## src/rtl/nvm_ctrl.sv

```systemverilog
// Command sequencer for the word-addressed NVM array: read, program and page erase,
// with a one-shot unlock key that gates every write.
module nvm_ctrl #(
  parameter int                         MEM_ADDR_WIDTH = 32,
  parameter int                         MEM_DATA_WIDTH = 32,
  parameter int                         PAGE_WORDS     = 16,
  parameter int                         WR_CYCLES      = 4,
  parameter logic [MEM_DATA_WIDTH-1:0]  ERASE_VAL      = '1,
  parameter logic [MEM_DATA_WIDTH-1:0]  UNLOCK_KEY     = MEM_DATA_WIDTH'(32'hA5C3_5A3C)
) (
  input  logic                       clk,
  input  logic                       rst,
  input  logic                       cmd_valid,
  output logic                       cmd_ready,
  input  logic [1:0]                 cmd_op,
  input  logic [MEM_ADDR_WIDTH-1:0]  cmd_addr,
  input  logic [MEM_DATA_WIDTH-1:0]  cmd_wdata,
  output logic                       rsp_valid,
  output logic [MEM_DATA_WIDTH-1:0]  rsp_rdata,
  output logic                       rsp_err,
  output logic                       busy,
  output logic                       unlocked,
  output logic                       mem_we,
  output logic [MEM_ADDR_WIDTH-1:0]  mem_addr,
  output logic [MEM_DATA_WIDTH-1:0]  mem_wd,
  input  logic [MEM_DATA_WIDTH-1:0]  mem_rd
);

  localparam int PW = $clog2(PAGE_WORDS);
  localparam int CW = $clog2(WR_CYCLES + 1);
  localparam logic [CW-1:0] WR_LAST  = CW'(WR_CYCLES - 1);
  localparam logic [PW-1:0] IDX_LAST = '1;

  typedef enum logic [2:0] {IDLE, READ, PROG, ERASE, UNLK, RESP} state_t;

  state_t                         state;
  logic [CW-1:0]                  wr_cnt;
  logic [PW-1:0]                  idx;
  logic [MEM_ADDR_WIDTH-PW-1:0]   cap_page;
  logic [MEM_DATA_WIDTH-1:0]      cap_data;

  always_ff @(posedge clk or posedge rst) begin
    if (rst) begin
      state     <= IDLE;
      cmd_ready <= 1'b1;
      busy      <= 1'b0;
      unlocked  <= 1'b0;
      rsp_valid <= 1'b0;
      rsp_rdata <= '0;
      rsp_err   <= 1'b0;
      mem_we    <= 1'b0;
      mem_addr  <= '0;
      mem_wd    <= '0;
      wr_cnt    <= '0;
      idx       <= '0;
      cap_page  <= '0;
      cap_data  <= '0;
    end else begin
      // Response fields are only non-zero during the single RESP cycle.
      rsp_valid <= 1'b0;
      rsp_rdata <= '0;
      rsp_err   <= 1'b0;
      case (state)
        IDLE: begin
          if (cmd_valid) begin
            cmd_ready <= 1'b0;
            busy      <= 1'b1;
            cap_page  <= cmd_addr[MEM_ADDR_WIDTH-1:PW];
            cap_data  <= cmd_wdata;
            wr_cnt    <= '0;
            idx       <= '0;
            case (cmd_op)
              2'b00: begin
                state    <= READ;
                mem_addr <= cmd_addr;
              end
              2'b01: begin
                if (unlocked) begin
                  state    <= PROG;
                  mem_addr <= cmd_addr;
                  mem_wd   <= cmd_wdata;
                  mem_we   <= (WR_LAST == '0);
                end else begin
                  state     <= RESP;
                  rsp_valid <= 1'b1;
                  rsp_err   <= 1'b1;
                end
              end
              2'b10: begin
                if (unlocked) begin
                  state    <= ERASE;
                  mem_addr <= {cmd_addr[MEM_ADDR_WIDTH-1:PW], PW'(0)};
                  mem_wd   <= ERASE_VAL;
                  mem_we   <= 1'b1;
                end else begin
                  state     <= RESP;
                  rsp_valid <= 1'b1;
                  rsp_err   <= 1'b1;
                end
              end
              2'b11: state <= UNLK;
            endcase
          end
        end
        READ: begin
          rsp_rdata <= mem_rd;
          rsp_valid <= 1'b1;
          mem_addr  <= '0;
          state     <= RESP;
        end
        PROG: begin
          if (wr_cnt == WR_LAST) begin
            mem_we    <= 1'b0;
            mem_addr  <= '0;
            mem_wd    <= '0;
            unlocked  <= 1'b0;
            rsp_valid <= 1'b1;
            state     <= RESP;
          end else begin
            wr_cnt <= wr_cnt + CW'(1);
            mem_we <= (wr_cnt + CW'(1) == WR_LAST);
          end
        end
        ERASE: begin
          // The index alone advances, so the address stays inside the captured page.
          if (idx == IDX_LAST) begin
            mem_we    <= 1'b0;
            mem_addr  <= '0;
            mem_wd    <= '0;
            unlocked  <= 1'b0;
            rsp_valid <= 1'b1;
            state     <= RESP;
          end else begin
            idx      <= idx + PW'(1);
            mem_addr <= {cap_page, idx + PW'(1)};
          end
        end
        UNLK: begin
          unlocked  <= (cap_data == UNLOCK_KEY);
          rsp_err   <= (cap_data != UNLOCK_KEY);
          rsp_valid <= 1'b1;
          state     <= RESP;
        end
        RESP: begin
          cmd_ready <= 1'b1;
          busy      <= 1'b0;
          state     <= IDLE;
        end
        default: state <= IDLE;
      endcase
    end
  end

endmodule

```

## config.mk

```make
export PLATFORM = sky130hd
export DESIGN_NAME = nvm_ctrl
export DESIGN_NICKNAME = d
export VERILOG_FILES = /design/src/rtl/nvm_ctrl.sv
export SDC_FILE = /design/constraint.sdc
export NUM_CORES = 1
export LEC_CHECK = 0
export CAP_MARGIN = 10
export CORE_ASPECT_RATIO = 0.6
export CORE_MARGIN = 2
export CORE_UTILIZATION = 50
export CTS_CLUSTER_DIAMETER = 150
export DETAILED_ROUTE_END_ITERATION = 6
export PLACE_DENSITY = 0.83
export SETUP_SLACK_MARGIN = 0.3
export SLEW_MARGIN = 30
export SYNTH_ARGS = -nofsm -noshare
export SYNTH_HDL_FRONTEND = slang
export SYNTH_SLANG_ARGS = --single-unit
```

## constraint.sdc

```tcl
create_clock -name clk -period 8.83 [get_ports clk]
set_input_delay 1.766 -clock clk [delete_from_list [all_inputs] [get_ports clk]]
set_output_delay 1.766 -clock clk [all_outputs]
set_load 0.005 [all_outputs]
```

## Word level (Yosys, flattened, before mapping)

Index checks and enable logic that the tools add are counted.

| word-level totals | value |
|---|---|
| output and inout port bits | 102 |
| flip-flop bits (word level) | 172 |
| word-level logic and storage cells | 104 |

| operators by class | value |
|---|---|
| equality and inequality tests | 22 |
| mux-type cells | 47 |
| $add $sub $neg | 2 |
| reduce and logical (&&, ||, !) cells | 19 |

Operators with widths:

| operator | count |
|---|---|
| 32-bit 2-to-1 mux | 10 |
| 32-bit one-hot mux with 3 select lines | 2 |
| 32-bit one-hot mux with 4 select lines | 1 |
| 32-bit one-hot mux with 2 select lines | 1 |
| 32-bit == test (second input constant) | 1 |
| 32-bit inequality test (second input constant) | 1 |
| 3-bit one-hot mux with 4 select lines | 2 |
| 3-bit 2-to-1 mux | 7 |
| 1-bit 2-to-1 mux | 13 |
| 3-bit by 2-bit == test with 1-bit output (second input constant) | 4 |
| 3-bit AND reduction | 4 |
| 6-bit AND reduction | 2 |
| 2-bit inequality test (second input constant) | 5 |
| 4-bit 2-to-1 mux | 2 |
| 1-bit one-hot mux with 2 select lines | 4 |
| 4-bit one-hot mux with 2 select lines | 1 |
| 7-bit AND reduction | 1 |
| 3-bit == test (second input constant) | 2 |
| 3-bit inequality test (second input constant) | 2 |
| 1-bit one-hot mux with 3 select lines | 2 |
| 3-bit one-hot mux with 2 select lines | 1 |
| 2-bit nonzero test | 3 |
| 3-bit nonzero test | 2 |
| 4-bit by 1-bit adder with 4-bit output (second input constant) | 1 |
| other kinds (13) | 16 |

## Logic depth before layout (Yosys ltp)

Gate-level depths: netlist (run 1).

| logic depth | value |
|---|---|
| word-level depth | 5 |
| depth in mapped cells | 8 |
| mapped depth without buffers | 6 |

## Worst setup path before layout (run 1)

OpenSTA, ideal clock, no wires.

| path | value |
|---|---|
| kind | input-to-reg |
| from | input port cmd_op[0] |
| to | register mem_wd[0] |
| setup slack | 5,593 ps |
| arrival | 3,107 ps |
| stages | 8 |
| buffers on the path | 2 |
| required time | 8,699 ps |
| setup time | 131 ps |
| cells stage by stage | inv_1 ha_1 o211ai_1 o21a_1 a211o_1 clkbuf_1 buf_2 mux2i_1 |

| on the way | value |
|---|---|
| cells in the longest elaborated chain, start to end | 4 |

Ends and longest elaborated chain:

| what | RTL line | RTL |
|---|---|---|
| start, declared | 15 | `input logic [1:0] cmd_op,` |
| 2-bit == test or 2-bit by 1-bit == test with 1-bit output (tied branches) | 72 | `case (cmd_op)` |
| 32-bit one-hot mux with 2 select lines | 72 |  |
| 32-bit 2-to-1 mux | 65 | `if (cmd_valid) begin` |
| 32-bit one-hot mux with 3 select lines | 63 | `case (state)` |
| end signal, assigned | 81 | `mem_wd <= cmd_wdata;` |
| end, declared | 25 | `output logic [MEM_DATA_WIDTH-1:0] mem_wd,` |

Parallel ways exist; a longest one is shown, timed or not. The select of a mux whose other input is x is not followed.
A chain may end at the register's enable or synchronous reset.

## Worst setup path after layout (run 1)

| path | value |
|---|---|
| from | input port cmd_op[0] |
| to | register mem_wd[28] |

Same word-level chain as after synthesis.

==> results of run 1 <==
cells by family (layout without fill, tap and decap cells):
| group | after synthesis | after routing | share of synthesized area (%) |
|---|---|---|---|
| AO/OA/AOI/OAI | 100 | 100 | 8.87 |
| XOR/XNOR | 2 | 2 | 0.240 |
| adder cells (fa/ha/maj) | 9 | 9 | 1.54 |
| buffers and inverters | 107 | 310 | 6.09 |
| flip-flops | 172 | 172 | 58.9 |
| multiplexers | 124 | 124 | 18.0 |
| AND/OR/NAND/NOR | 79 | 79 | 6.32 |
critical path, stage by stage:
cell                              delay, ns
sky130_fd_sc_hd__clkdlybuf4s50_1       0.51
sky130_fd_sc_hd__inv_1                 0.09
sky130_fd_sc_hd__ha_1                  0.29
sky130_fd_sc_hd__o211ai_1              0.27
sky130_fd_sc_hd__o21a_1                0.14
sky130_fd_sc_hd__a211o_2               0.72
sky130_fd_sc_hd__mux2i_1               0.29
layout by cell type, fill, tap and decap left out, types with 2 or more instances in the layout:
cell type                         count
sky130_fd_sc_hd__nor4bb_1             2
sky130_fd_sc_hd__and3_1              33
sky130_fd_sc_hd__clkdlybuf4s50_1    202
sky130_fd_sc_hd__a22o_1               2
sky130_fd_sc_hd__inv_6                3
sky130_fd_sc_hd__a22oi_1             28
sky130_fd_sc_hd__o31a_1               2
sky130_fd_sc_hd__a21oi_1              9
sky130_fd_sc_hd__nor2b_1              3
sky130_fd_sc_hd__nand3b_1             2
sky130_fd_sc_hd__nor4_1               2
sky130_fd_sc_hd__o311ai_0             2
sky130_fd_sc_hd__mux2i_1             62
sky130_fd_sc_hd__o21ai_0             42
sky130_fd_sc_hd__or2_2                2
sky130_fd_sc_hd__nand2_1              8
sky130_fd_sc_hd__nand4_1              4
sky130_fd_sc_hd__clkinvlp_4           5
sky130_fd_sc_hd__inv_1               69
sky130_fd_sc_hd__inv_8                5
sky130_fd_sc_hd__a21o_1               2
sky130_fd_sc_hd__buf_4                5
sky130_fd_sc_hd__mux2_2              62
sky130_fd_sc_hd__ha_1                 8
sky130_fd_sc_hd__nand2_2              2
sky130_fd_sc_hd__dfrtp_1            170
sky130_fd_sc_hd__o2bb2ai_1            2
sky130_fd_sc_hd__nor2_1              11
sky130_fd_sc_hd__clkbuf_16           17
power groups by stage:
stage                     Combinational, mW  Sequential [mW]  Clock (mW)
after floorplan                       0.624             1.30           0
after global placement                 1.11             1.33           0
after detailed placement               1.16             1.36           0
after CTS                              1.17             1.35       0.726
after global routing                   1.26             1.40       0.756
final                                  1.16             1.35       0.714
final timing paths:
| path | endpoint | cells after the start | start |
|---|---|---|---|
| max | mem_wd[28]$_DFFE_PP0P_ | 7 | cmd_op[0] |
| min | wr_cnt[2]$_DFFE_PP0P_ | 2 | wr_cnt[2]$_DFFE_PP0P_ |
| max reg2reg | mem_wd[28]$_DFFE_PP0P_ | 6 | wr_cnt[0]$_DFFE_PP0P_ |
| min reg2reg | wr_cnt[2]$_DFFE_PP0P_ | 2 | wr_cnt[2]$_DFFE_PP0P_ |
| max in group asynchronous | mem_wd[23]$_DFFE_PP0P_ | 4 | rst |
| min in group asynchronous | rsp_rdata[8]$_DFF_PP0_ | 2 | rst |
flip-flops by register name (all words and copies together), names as in the netlist, 3 cells and up:
register / cells
cap_data: 32
mem_addr: 32
mem_wd: 32
rsp_rdata: 32
cap_page: 28
idx: 4
state: 3
wr_cnt: 3
metrics by stage:
step,util (%),std cells,worst slack [ns]
3_5_place_dp,66.0,962,4.63
6_report,70.0,994,5.05
4_1_cts,69.9,994,5.07
5_1_grt,70.0,994,4.96
2_1_floorplan,-,593,2.41
3_3_place_gp,65.8,961,4.72
final cells by class:
class,instances,share of cell area (%)
clock buffer,18,4.27
clock inverter,14,1.32
inverter,70,2.66
multi-input combinational,314,25.8
sequential,172,42.8
tap,198,2.46
timing repair buffer,208,20.7
routing by layer:
metal / share of wire (%) / wire (µm)
met1: 46 / 8040
met2: 47 / 8360
met3: 5.5 / 975
met4: 1.4 / 246
met5: 0 / 0
==> results.md, run 1 <==
- The flow ran to the end, and the final reports show no timing, DRC or antenna violations.
- The final-layout fill cell count is 1,065.
- Yosys mapped a number of flops with a built-in enable equal to 0.
- The biggest fanout along the worst timing path is 32.
- The max capacitance violation total is 0.
- CTS built an H-tree with a depth of 4.
- The number of register bits inferred by synthesis is 172.
- The root buffer cell chosen for the clock tree is sky130_fd_sc_hd__clkbuf_16.
- The ratio of routed vias to standard cells is 5.33.
- The element type at the critical path start is an input port.
- The pin count of the biggest net entering global routing is 91.
- The wire-length estimate of the detail-placed layout is 12,200 µm.
- The worst clock skew is 0.0119 ns.
- The required time of the critical path is 9.16 ns.
- The number of nets in the synthesized netlist is 703.
- The number of gates resized after CTS was 0.
- The synthesized design devotes to its leading area cell type 58.5% of total area.
- TritonCTS built the clock tree.
- The area used by multi-input combinational logic is 2590 µm².
- The post-route netlist has 14.4% of its cells at a drive strength greater than 1.
- The flip-flop cell with the highest count after synthesis is sky130_fd_sc_hd__dfrtp_1.
- For this design the static power due to leakage is 4.71 nW.
- The most frequently used cell type in the post-synthesis netlist is sky130_fd_sc_hd__dfrtp_1.
- Setup violations remaining at the end of the flow were counted as 0.
- The synthesized design spends more area on one cell type than any other, namely sky130_fd_sc_hd__dfrtp_1.
- The final worst hold slack is 0.490 ns.
- The clock insertion delay at the later pin of the skew report is 0.42 ns.
- The synthesized area per cell is 12.3 µm².
- The die area is 15,600 µm².
- The sequential group share of total power is 41.9%.
- The first global-routing pass estimated 29,200 µm of wire.
- Counting distinct cell types in the post-synthesis netlist gives 46.
- The worst ir drop on vdd is 0.154 mV.
- The via count of the first global-routing pass came to 5,545.
- At the end of routability-driven placement, the weighted congestion stood at 0.850.
- By count the netlist is led by sky130_fd_sc_hd__dfrtp_1, sky130_fd_sc_hd__inv_1, sky130_fd_sc_hd__mux2_2, sky130_fd_sc_hd__mux2i_1, sky130_fd_sc_hd__o21ai_0.
- The register area is 4310 µm².
- The total overflow left after global routing is 0.
- Summed over all layers, the routed wires come to 17,600 µm.
- The max-slew violation count is 0.
- The worst-case clock buffer depth is 2.
- The kind of critical path is input port to flip-flop.
- At the pin with the least slew margin, the transition time is 0.947 ns.
- In the final routed layout, each cell accounts on average for 17.7 µm.
- The top achievable clock speed is 265 MHz.
- The number of instances in the synthesized netlist is 593.
- The critical path capture point type is a flip-flop.
- From left edge to right edge, the die measures 160 µm.
- For this run, the detailed router's first-pass iteration total came to 5.
- For this design the total switching power over the nets is 1.01 mW.
- For this run, the number of Yosys warnings is 0.
- The worst register-to-register path has a setup slack of 6.38 ns.
- The final cell area excluding filler cells is 10,100 µm².
- The detailed router finished its first iteration with 393 violations.
- Overall power consumption after layout is estimated at 3.22 mW.
- The number of hold buffers added after cts is 0.
- The relative max-transition margin is 36.9%.
- In this run, the clock network consumes 22.1% of the power.
- The final critical path time including I/O delays and setup is 3.78 ns.
- Setup repair after global routing left no endpoint under its margin.
- The repair_antennas step left the layout with diodes totalling 0.
- The met2 track demand over resource in global routing is 37.2%.
- The number of hold-slack violations in the final timing report came to 0.
- The critical path data arrival time is 4.11 ns.
- Row generation in the floorplan step produced 34 rows.
- The number of antenna violations at the first check in global routing was 0.
- The path category of the worst min-delay check is flip-flop to flip-flop.
- The register area share after synthesis is 58.9%.
- After clock tree synthesis, the clock-pin slew on the worst setup and hold paths is 0.07 ns.
- In the global route stage, overall resource usage came out at 23.6%.
- Dividing total power by cell area gives a power density of 320 nW/µm².
- During I/O placement, the number of pins put on the boundary was 203.
- The busiest layer in global routing is met2.
- The count of nets left with antenna violations once routing finished came out at 0.
- The die extent in y is 97.7 µm.
- Of all flip-flops after synthesis, the portion carrying an async set or reset was 100%.
- The met3 demand-to-capacity share in global routing is 4.95%.
- The total standard cell area after synthesis is 7310 µm².
- Global routing consumed, on the met1 layer, 33.3% of the routing resources.
- The number of nets in the layout is 893.
- In this run the cell area measured after placement is 9490 µm².
- After detailed routing, the number of remaining DRC violations is 0.
- The total core area is 14,400 µm².
- Combinational cells account for 35.9% of the total power.
- The layout-stage area growth over the synthesis result is 37.7%.
- The internal portion of the total power is 2.21 mW.
- Yosys attributes the largest share of cell area to sky130_fd_sc_hd__dfrtp_1, sky130_fd_sc_hd__mux2_2, sky130_fd_sc_hd__mux2i_1.
- CTS saw 172 sinks.
- Input and output buffers added on the ports amount to 202.
- Detailed routing inserted a total of 5,294 vias.
- The TritonCTS buffer count is 17.
- In this run switching power makes up 31.5% of total power.
- The post-route fraction of the period consumed by the critical path is 42.8%.
- Summed over all failing endpoints, the final setup total negative slack is 0 ns.
- In this run the post-CTS setup repair buffer count came out at 0.
- For this configuration, the core starts out at a cell density of 50.8%.
Power figures use the tool's default switching activity.
==> run 2, diff against run 1 <==
--- a/config.mk
+++ b/config.mk
@@ -8,10 +8,10 @@
 export CAP_MARGIN = 10
 export CORE_ASPECT_RATIO = 0.6
 export CORE_MARGIN = 2
-export CORE_UTILIZATION = 50
+export CORE_UTILIZATION = 48
 export CTS_CLUSTER_DIAMETER = 150
 export DETAILED_ROUTE_END_ITERATION = 6
-export PLACE_DENSITY = 0.83
+export PLACE_DENSITY = 0.8
 export SETUP_SLACK_MARGIN = 0.3
 export SLEW_MARGIN = 30
 export SYNTH_ARGS = -nofsm -noshare
==> constraint.sdc (replaced) <==
create_clock -name clk -period 3.6 [get_ports clk]
set_input_delay 0.72 -clock clk [delete_from_list [all_inputs] [get_ports clk]]
set_output_delay 0.72 -clock clk [all_outputs]
set_load 0.005 [all_outputs]
==> results.md, run 2 (synthesis results as in run 1) <==
- TritonCTS built the clock tree.
- The initial standard-cell utilization of the core was 49.8% (-1.0 points).
- The first-pass iteration count of the detailed router is 5 (unchanged).
- The die extent in y is 99.6 µm (+2.0%).
- The number of clock sinks is 172 (unchanged).
- The number of buffers inserted by post-CTS setup repair was 0 (unchanged).
- The library cells used most frequently in the layout, excluding fill and tap cells, are sky130_fd_sc_hd__clkdlybuf4s50_1, sky130_fd_sc_hd__dfrtp_1, sky130_fd_sc_hd__inv_1.
- The die span in x was 163 µm (+2.0%).
- The number of hold buffers added after cts is 0 (unchanged).
- The total core area came to 14,700 µm² (+2.1%).
- The top achievable clock speed is 366 MHz.
- The standard cell area after detailed placement is 9510 µm² (+0.25%).
- The total number of vias is 5,298 (+0.076%).
- The clock power share is 23.2% (+1.1 points).
- The via count of the first global-routing pass is 5,633 (+1.6%).
- The final-report setup violation count came to 0 (unchanged).
- The final critical path takes up 76.0% of the cycle.
- Setup repair after global routing left no endpoint under its margin.
- The final total negative setup slack was 0 ns (unchanged).
- STA classifies the critical path endpoint as a flip-flop.
- The ratio of routed vias to standard cells was 5.31 (-0.23%).
- The number of hold-slack violations in the final timing report is 0 (unchanged).
- The total of cells resized after clock tree synthesis is 0 (unchanged).
- The layout cell share with drive strength beyond 1 is 14.4% (-0.054 points).
- The overall global routing resource usage came to 23.3% (-0.27 points).
- The CTS root buffer is sky130_fd_sc_hd__clkbuf_16.
- The required time of the critical path is 3.92 ns (-5.24 ns).
- The aggregate global routing overflow is 0 (unchanged).
- The pin count of the biggest net entering global routing is 108 (+19%).
- The combinational power share is 36.3% (+0.4 points).
- The max capacitance violation total is 0 (unchanged).
- The routability congestion estimate was 0.869 (+2.2%).
- The element type at the critical path start is an input port.
- The number of nets in the layout was 896 (+0.34%).
- The slew at the pin closest to its max-slew limit is 0.947 ns (+0.000514 ns).
- The relative max-transition margin came to 36.8% (about the same).
- The number of I/O pins is 203 (unchanged).
- The number of nets with antenna violations after routing came to 0 (unchanged).
- The flow ran to the end, and the final reports show no timing, DRC or antenna violations.
- The final-layout fill cell count is 1,063 (-0.19%).
- The number of levels in the clock H-tree was 4 (unchanged).
- The die area came to 16,300 µm² (+4.0%).
- The TritonCTS buffer count came to 17 (unchanged).
- The worst ir drop on vdd is 0.355 mV (+130%).
- The net switching power of the design came to 2.47 mW (+140%).
- The half-perimeter wire length after detailed placement is 12,600 µm (+2.9%).
- The internal power is 5.59 mW (+150%).
- The total power density per cell area is 796 nW/µm² (+150%).
- The most common library cell in the layout ignoring fill and taps is sky130_fd_sc_hd__clkdlybuf4s50_1.
- Compared with the post-synthesis result, the final layout area differs by 38.4%.
- The number of DRC violations after detailed-routing iteration 0 is 602 (+53%).
- The clock slew at the register clock pins of the worst setup and hold paths came to 0.07 ns (about the same).
- The worst-case clock buffer depth was 2 (unchanged).
- The worst clock skew is 0.0159 ns (+0.00397 ns).
- The tightest min-delay check is of the flip-flop to flip-flop type.
- The final critical path time including I/O delays and setup is 2.73 ns.
- The static leakage is 4.75 nW (+0.86%).
- The biggest fanout along the worst timing path is 32 (unchanged).
- The port buffer count was 202 (unchanged).
- The residual DRC count is 0 (unchanged).
- The final cell area excluding filler cells is 10,100 µm² (+0.53%).
- The sequential group share of total power is 40.6% (-1.3 points).
- The critical path data arrival time came to 3.06 ns (-1.05 ns).
- The average detailed-routed wire length per instance is 18.3 µm (+3.3%).
- The clock insertion delay at the later pin of the skew report is 0.42 ns (about the same).
- The number of diodes is 0 (unchanged).
- The max-slew violation count came to 0 (unchanged).
- The number of antenna violations at the first check in global routing is 0 (unchanged).
- The setup path with the least slack is of type input port to flip-flop.
- The switching fraction of total power came to 30.6% (-0.86 points).
- The number of rows created at floorplan is 34 (unchanged).
- The first-pass GRT wire length is 29,600 µm (+1.2%).
- The detailed-route wire length is 18,200 µm (+3.6%).
run 2: per-stage QoR:
stage	hold slack [ns]	utilization (%)	power [mW]	worst slack, ns	cells
floorplan	0.450	-	4.72	0.684	593
global placement	0.466	64.8	6.03	0.614	965
detailed placement	0.489	64.8	6.22	0.412	965
CTS	0.506	68.9	8.11	0.830	997
global route	0.517	68.9	8.52	0.697	997
finish	0.504	68.9	8.05	0.865	997
run 2: worst max-delay path, cell delays in order:
cell and delay, ns:
sky130_fd_sc_hd__clkdlybuf4s50_1 0.51, sky130_fd_sc_hd__inv_1 0.10, sky130_fd_sc_hd__ha_1 0.29, sky130_fd_sc_hd__o211ai_1 0.25, sky130_fd_sc_hd__o21a_1 0.14, sky130_fd_sc_hd__a211o_2 0.73, sky130_fd_sc_hd__mux2i_1 0.30
run 2: per-layer routing:
layer / GRT usage (%) / share of wire, % / routed length (µm) / vias up
li1: - / - / - / 2436
met1: 31.4 / 45 / 8120 / 2619
met2: 38.5 / 48 / 8710 / 213
met3: 5.00 / 6.5 / 1180 / 30
met4: 6.67 / 1.3 / 238 / 0
met5: 0 / 0 / 0 / -
run 2: path summary, 6_finish.rpt:
path	cells after the start	startpoint	end	slack (ns)
min in group asynchronous	3	rst	mem_wd[6]$_DFFE_PP0P_	0.81
worst max register to register	6	wr_cnt[0]$_DFFE_PP0P_	mem_wd[1]$_DFFE_PP0P_	1.17
max in group asynchronous	3	rst	mem_addr[14]$_DFFE_PP0P_	2.09
worst min-delay path	1	cap_data[16]$_DFFE_PP0P_	cap_data[16]$_DFFE_PP0P_	0.50
worst min register to register	1	cap_data[16]$_DFFE_PP0P_	cap_data[16]$_DFFE_PP0P_	0.50
worst max-delay path	7	cmd_op[0]	mem_wd[1]$_DFFE_PP0P_	0.87
run 2: layout make-up:
class,instances,area (µm²),share of cell area [%]
tap,198,248,2.45
multi-input combinational,314,2580,25.5
timing repair buffer,211,2110,20.9
sequential,172,4310,42.6
clock buffer,19,443,4.38
inverter,70,267,2.63
clock inverter,13,158,1.56
run 2: power groups by stage:
stage	combinational, mW	clock (mW)	sequential [mW]
6_report	2.92	1.87	3.27
5_1_grt	3.18	1.98	3.37
4_1_cts	2.95	1.89	3.27
3_5_place_dp	2.94	0	3.28
3_3_place_gp	2.80	0	3.23
2_1_floorplan	1.53	0	3.19
==> run 3, diff against run 2 <==
==> constraint.sdc (replaced) <==
create_clock -name clk -period 2.6 [get_ports clk]
set_input_delay 0.52 -clock clk [delete_from_list [all_inputs] [get_ports clk]]
set_output_delay 0.52 -clock clk [all_outputs]
set_load 0.005 [all_outputs]
==> results.md, run 3 (synthesis results as in run 1) <==
- The aggregate global routing overflow is 0 (unchanged).
- The number of clock sinks is 172 (unchanged).
- The top achievable clock speed is 445 MHz.
- The critical path is of the input port to flip-flop type.
- The run finished with clean final reports.
- The worst ir drop on vdd is 0.578 mV (+63%).
- The detailed-route wire length is 17,700 µm (-3.2%).
- The biggest fanout along the worst timing path is 8 (-75%).
- The combined buffer and inverter count along the critical path is 4 (+2).
- The half-perimeter wire length after detailed placement is 12,600 µm (-0.27%).
- The smallest clock period supported by the final layout is computed as 2.25 ns.
- The TritonCTS clock tree is done.
- The layout cell share with drive strength beyond 1 is 15.7% (+1.3 points).
- The number of levels in the clock H-tree was 4 (unchanged).
- The number of hold-slack violations in the final timing report is 0 (unchanged).
- The relative max-transition margin is 44.8% (+8.0 points).
- The first-pass GRT wire length is 28,900 µm (-2.2%).
- The pin count of the biggest net entering global routing was 107 (-0.93%).
- The worst-case clock buffer depth is 2 (unchanged).
- The final critical-path setup slack is 0.354 ns (-0.511 ns).
- The static leakage is 4.87 nW (+2.5%).
- The required time of the critical path came to 2.88 ns (-1.04 ns).
- The max-slew violation count is 0 (unchanged).
- The number of rows created at floorplan is 34 (unchanged).
- The library cells used most frequently in the layout, excluding fill and tap cells, are sky130_fd_sc_hd__clkdlybuf4s50_1, sky130_fd_sc_hd__dfrtp_1, sky130_fd_sc_hd__inv_1.
- The max capacitance violation total is 0 (unchanged).
- The residual DRC count came to 0 (unchanged).
- The first-pass iteration count of the detailed router came to 5 (unchanged).
- The final core utilization is 70.4% (+1.5 points).
- The worst slack at placement came to -0.0154 ns (-0.428 ns).
- The clock insertion delay at the later pin of the skew report is 0.41 ns (about the same).
- The maximum cell stage delay along the critical path is 0.50 ns (-0.23 ns).
- The final worst hold slack came to 0.494 ns (-0.0101 ns).
- The via count of the first global-routing pass is 5,576 (-1.0%).
- The overall global routing resource usage is 22.5% (-0.82 points).
- The number of nets with antenna violations after routing is 0 (unchanged).
- The number of I/O pins is 203 (unchanged).
- Among all stages on the critical path, the largest delay is contributed by sky130_fd_sc_hd__clkdlybuf4s50_1.
- The number of DRC violations after detailed-routing iteration 0 is 546 (-9.3%).
- The die span in x came to 163 µm (unchanged).
- The critical path capture point type is a flip-flop.
- The port buffer count is 202 (unchanged).
- The final-layout fill cell count is 994 (-6.5%).
- The total core area is 14,700 µm² (unchanged).
- The routability congestion estimate is 0.876 (+0.75%).
- The total number of vias came to 5,312 (+0.26%).
- Setup repair after global routing left no endpoint under its margin.
- The library cell used most frequently in the layout, excluding fill and tap cells, is sky130_fd_sc_hd__clkdlybuf4s50_1.
- The die area came to 16,300 µm² (unchanged).
- The number of nets in the layout is 911 (+1.7%).
- In this run the clock root is driven by a sky130_fd_sc_hd__clkbuf_16.
- The slew at the pin closest to its max-slew limit was 0.817 ns (-0.131 ns).
- The number of antenna violations at the first check in global routing was 0 (unchanged).
- The area used by multi-input combinational logic is 2590 µm² (+0.19%).
- The TritonCTS buffer count was 17 (unchanged).
- The average detailed-routed wire length per instance is 17.5 µm (-4.6%).
- The family with the most delay on the worst path is buffers and inverters.
- The path category of the worst min-delay check is flip-flop to flip-flop.
- The number of diodes was 0 (unchanged).
- The final-report setup violation count is 0 (unchanged).
- The ratio of routed vias to standard cells is 5.25 (-1.2%).
- The worst clock skew is 0.0137 ns (-0.00220 ns).
- The die extent in y was 99.6 µm (unchanged).
- The post-route fraction of the period consumed by the critical path is 86.4%.
- The initial standard-cell utilization of the core is 49.8% (unchanged).
- The critical path data arrival time came to 2.52 ns (-0.54 ns).
- The clock slew at the register clock pins of the worst setup and hold paths is 0.06 ns (about the same).
- The critical path goes through clkdlybuf4s50_1, inv_1, ha_1, or4_4, o311ai_4, a21oi_4, buf_12, clkbuf_16, mux2i_1.
- The worst setup path is launched from an input port.
- The register area is 4310 µm² (unchanged).
- The final total negative setup slack is 0 ns (unchanged).
- The total power density per cell area is 1100 nW/µm² (+39%).
- The layout-stage area growth over the synthesis result is 41.4%.
-- run 3: changes by cell type in the layout (fill, tap and decap cells not counted), sizes merged --
cell | before | now
buf | 9 | 23
bufinv | 2 | 3
clkbuf | 19 | 20
clkinv | 3 | 4
clkinvlp | 3 | 1
-- run 3: where the power goes --
group,switching (mW),total [mW],internal [mW]
combinational,1.64,4.23,2.59
clock,1.09,2.66,1.57
sequential,0.667,4.51,3.85
-- run 3: final timing paths --
check | start | endpoint | slack, ns | cells after the start
min in group asynchronous | rst | rsp_rdata[27]$_DFF_PP0_ | 0.62 | 3
min reg2reg | wr_cnt[2]$_DFFE_PP0P_ | wr_cnt[2]$_DFFE_PP0P_ | 0.49 | 2
min | wr_cnt[2]$_DFFE_PP0P_ | wr_cnt[2]$_DFFE_PP0P_ | 0.49 | 2
max in group asynchronous | rst | idx[2]$_DFFE_PP0P_ | 1.47 | 3
max | cmd_op[0] | mem_addr[4]$_DFFE_PP0P_ | 0.35 | 9
max reg2reg | wr_cnt[0]$_DFFE_PP0P_ | mem_addr[4]$_DFFE_PP0P_ | 0.40 | 8
-- run 3: metrics by stage --
step | area (µm²) | cells | power, mW
2_1_floorplan | 7310 | 593 | 6.54
4_1_cts | 10300 | 1010 | 11.4
6_report | 10300 | 1012 | 11.4
5_1_grt | 10300 | 1012 | 12.1
3_3_place_gp | 9660 | 978 | 8.49
3_5_place_dp | 9660 | 978 | 8.72
-- run 3: cell type report --
type,instances,area share [%]
clock buffer,19,4.29
clock inverter,13,1.73
inverter,70,2.58
multi-input combinational,314,25.0
sequential,172,41.7
tap,198,2.40
timing repair buffer,226,22.3
-- run 3: timing repair --
action	in CTS	in global routing
hold buffers	0	0
resized for setup	0	1
setup buffers	0	1
endpoints found under the setup margin	0	15
-- run 3: layer usage --
metal / part of all wire (%) / global-route usage, % / vias to the layer above
li1: - / - / 2471
met1: 46 / 31.2 / 2643
met2: 47 / 36.6 / 188
met3: 6.1 / 4.59 / 10
met4: 0.83 / 5.65 / 0
met5: 0 / 0 / -
-- run 3: worst register-to-register path, cell delays in order, from the launching register on --
cell	delay (ns)
sky130_fd_sc_hd__dfrtp_1	0.41
sky130_fd_sc_hd__ha_1	0.21
sky130_fd_sc_hd__ha_1	0.21
sky130_fd_sc_hd__or4b_1	0.60
sky130_fd_sc_hd__o311ai_4	0.15
sky130_fd_sc_hd__a21oi_4	0.06
sky130_fd_sc_hd__buf_12	0.16
sky130_fd_sc_hd__clkbuf_16	0.16
sky130_fd_sc_hd__mux2i_1	0.12
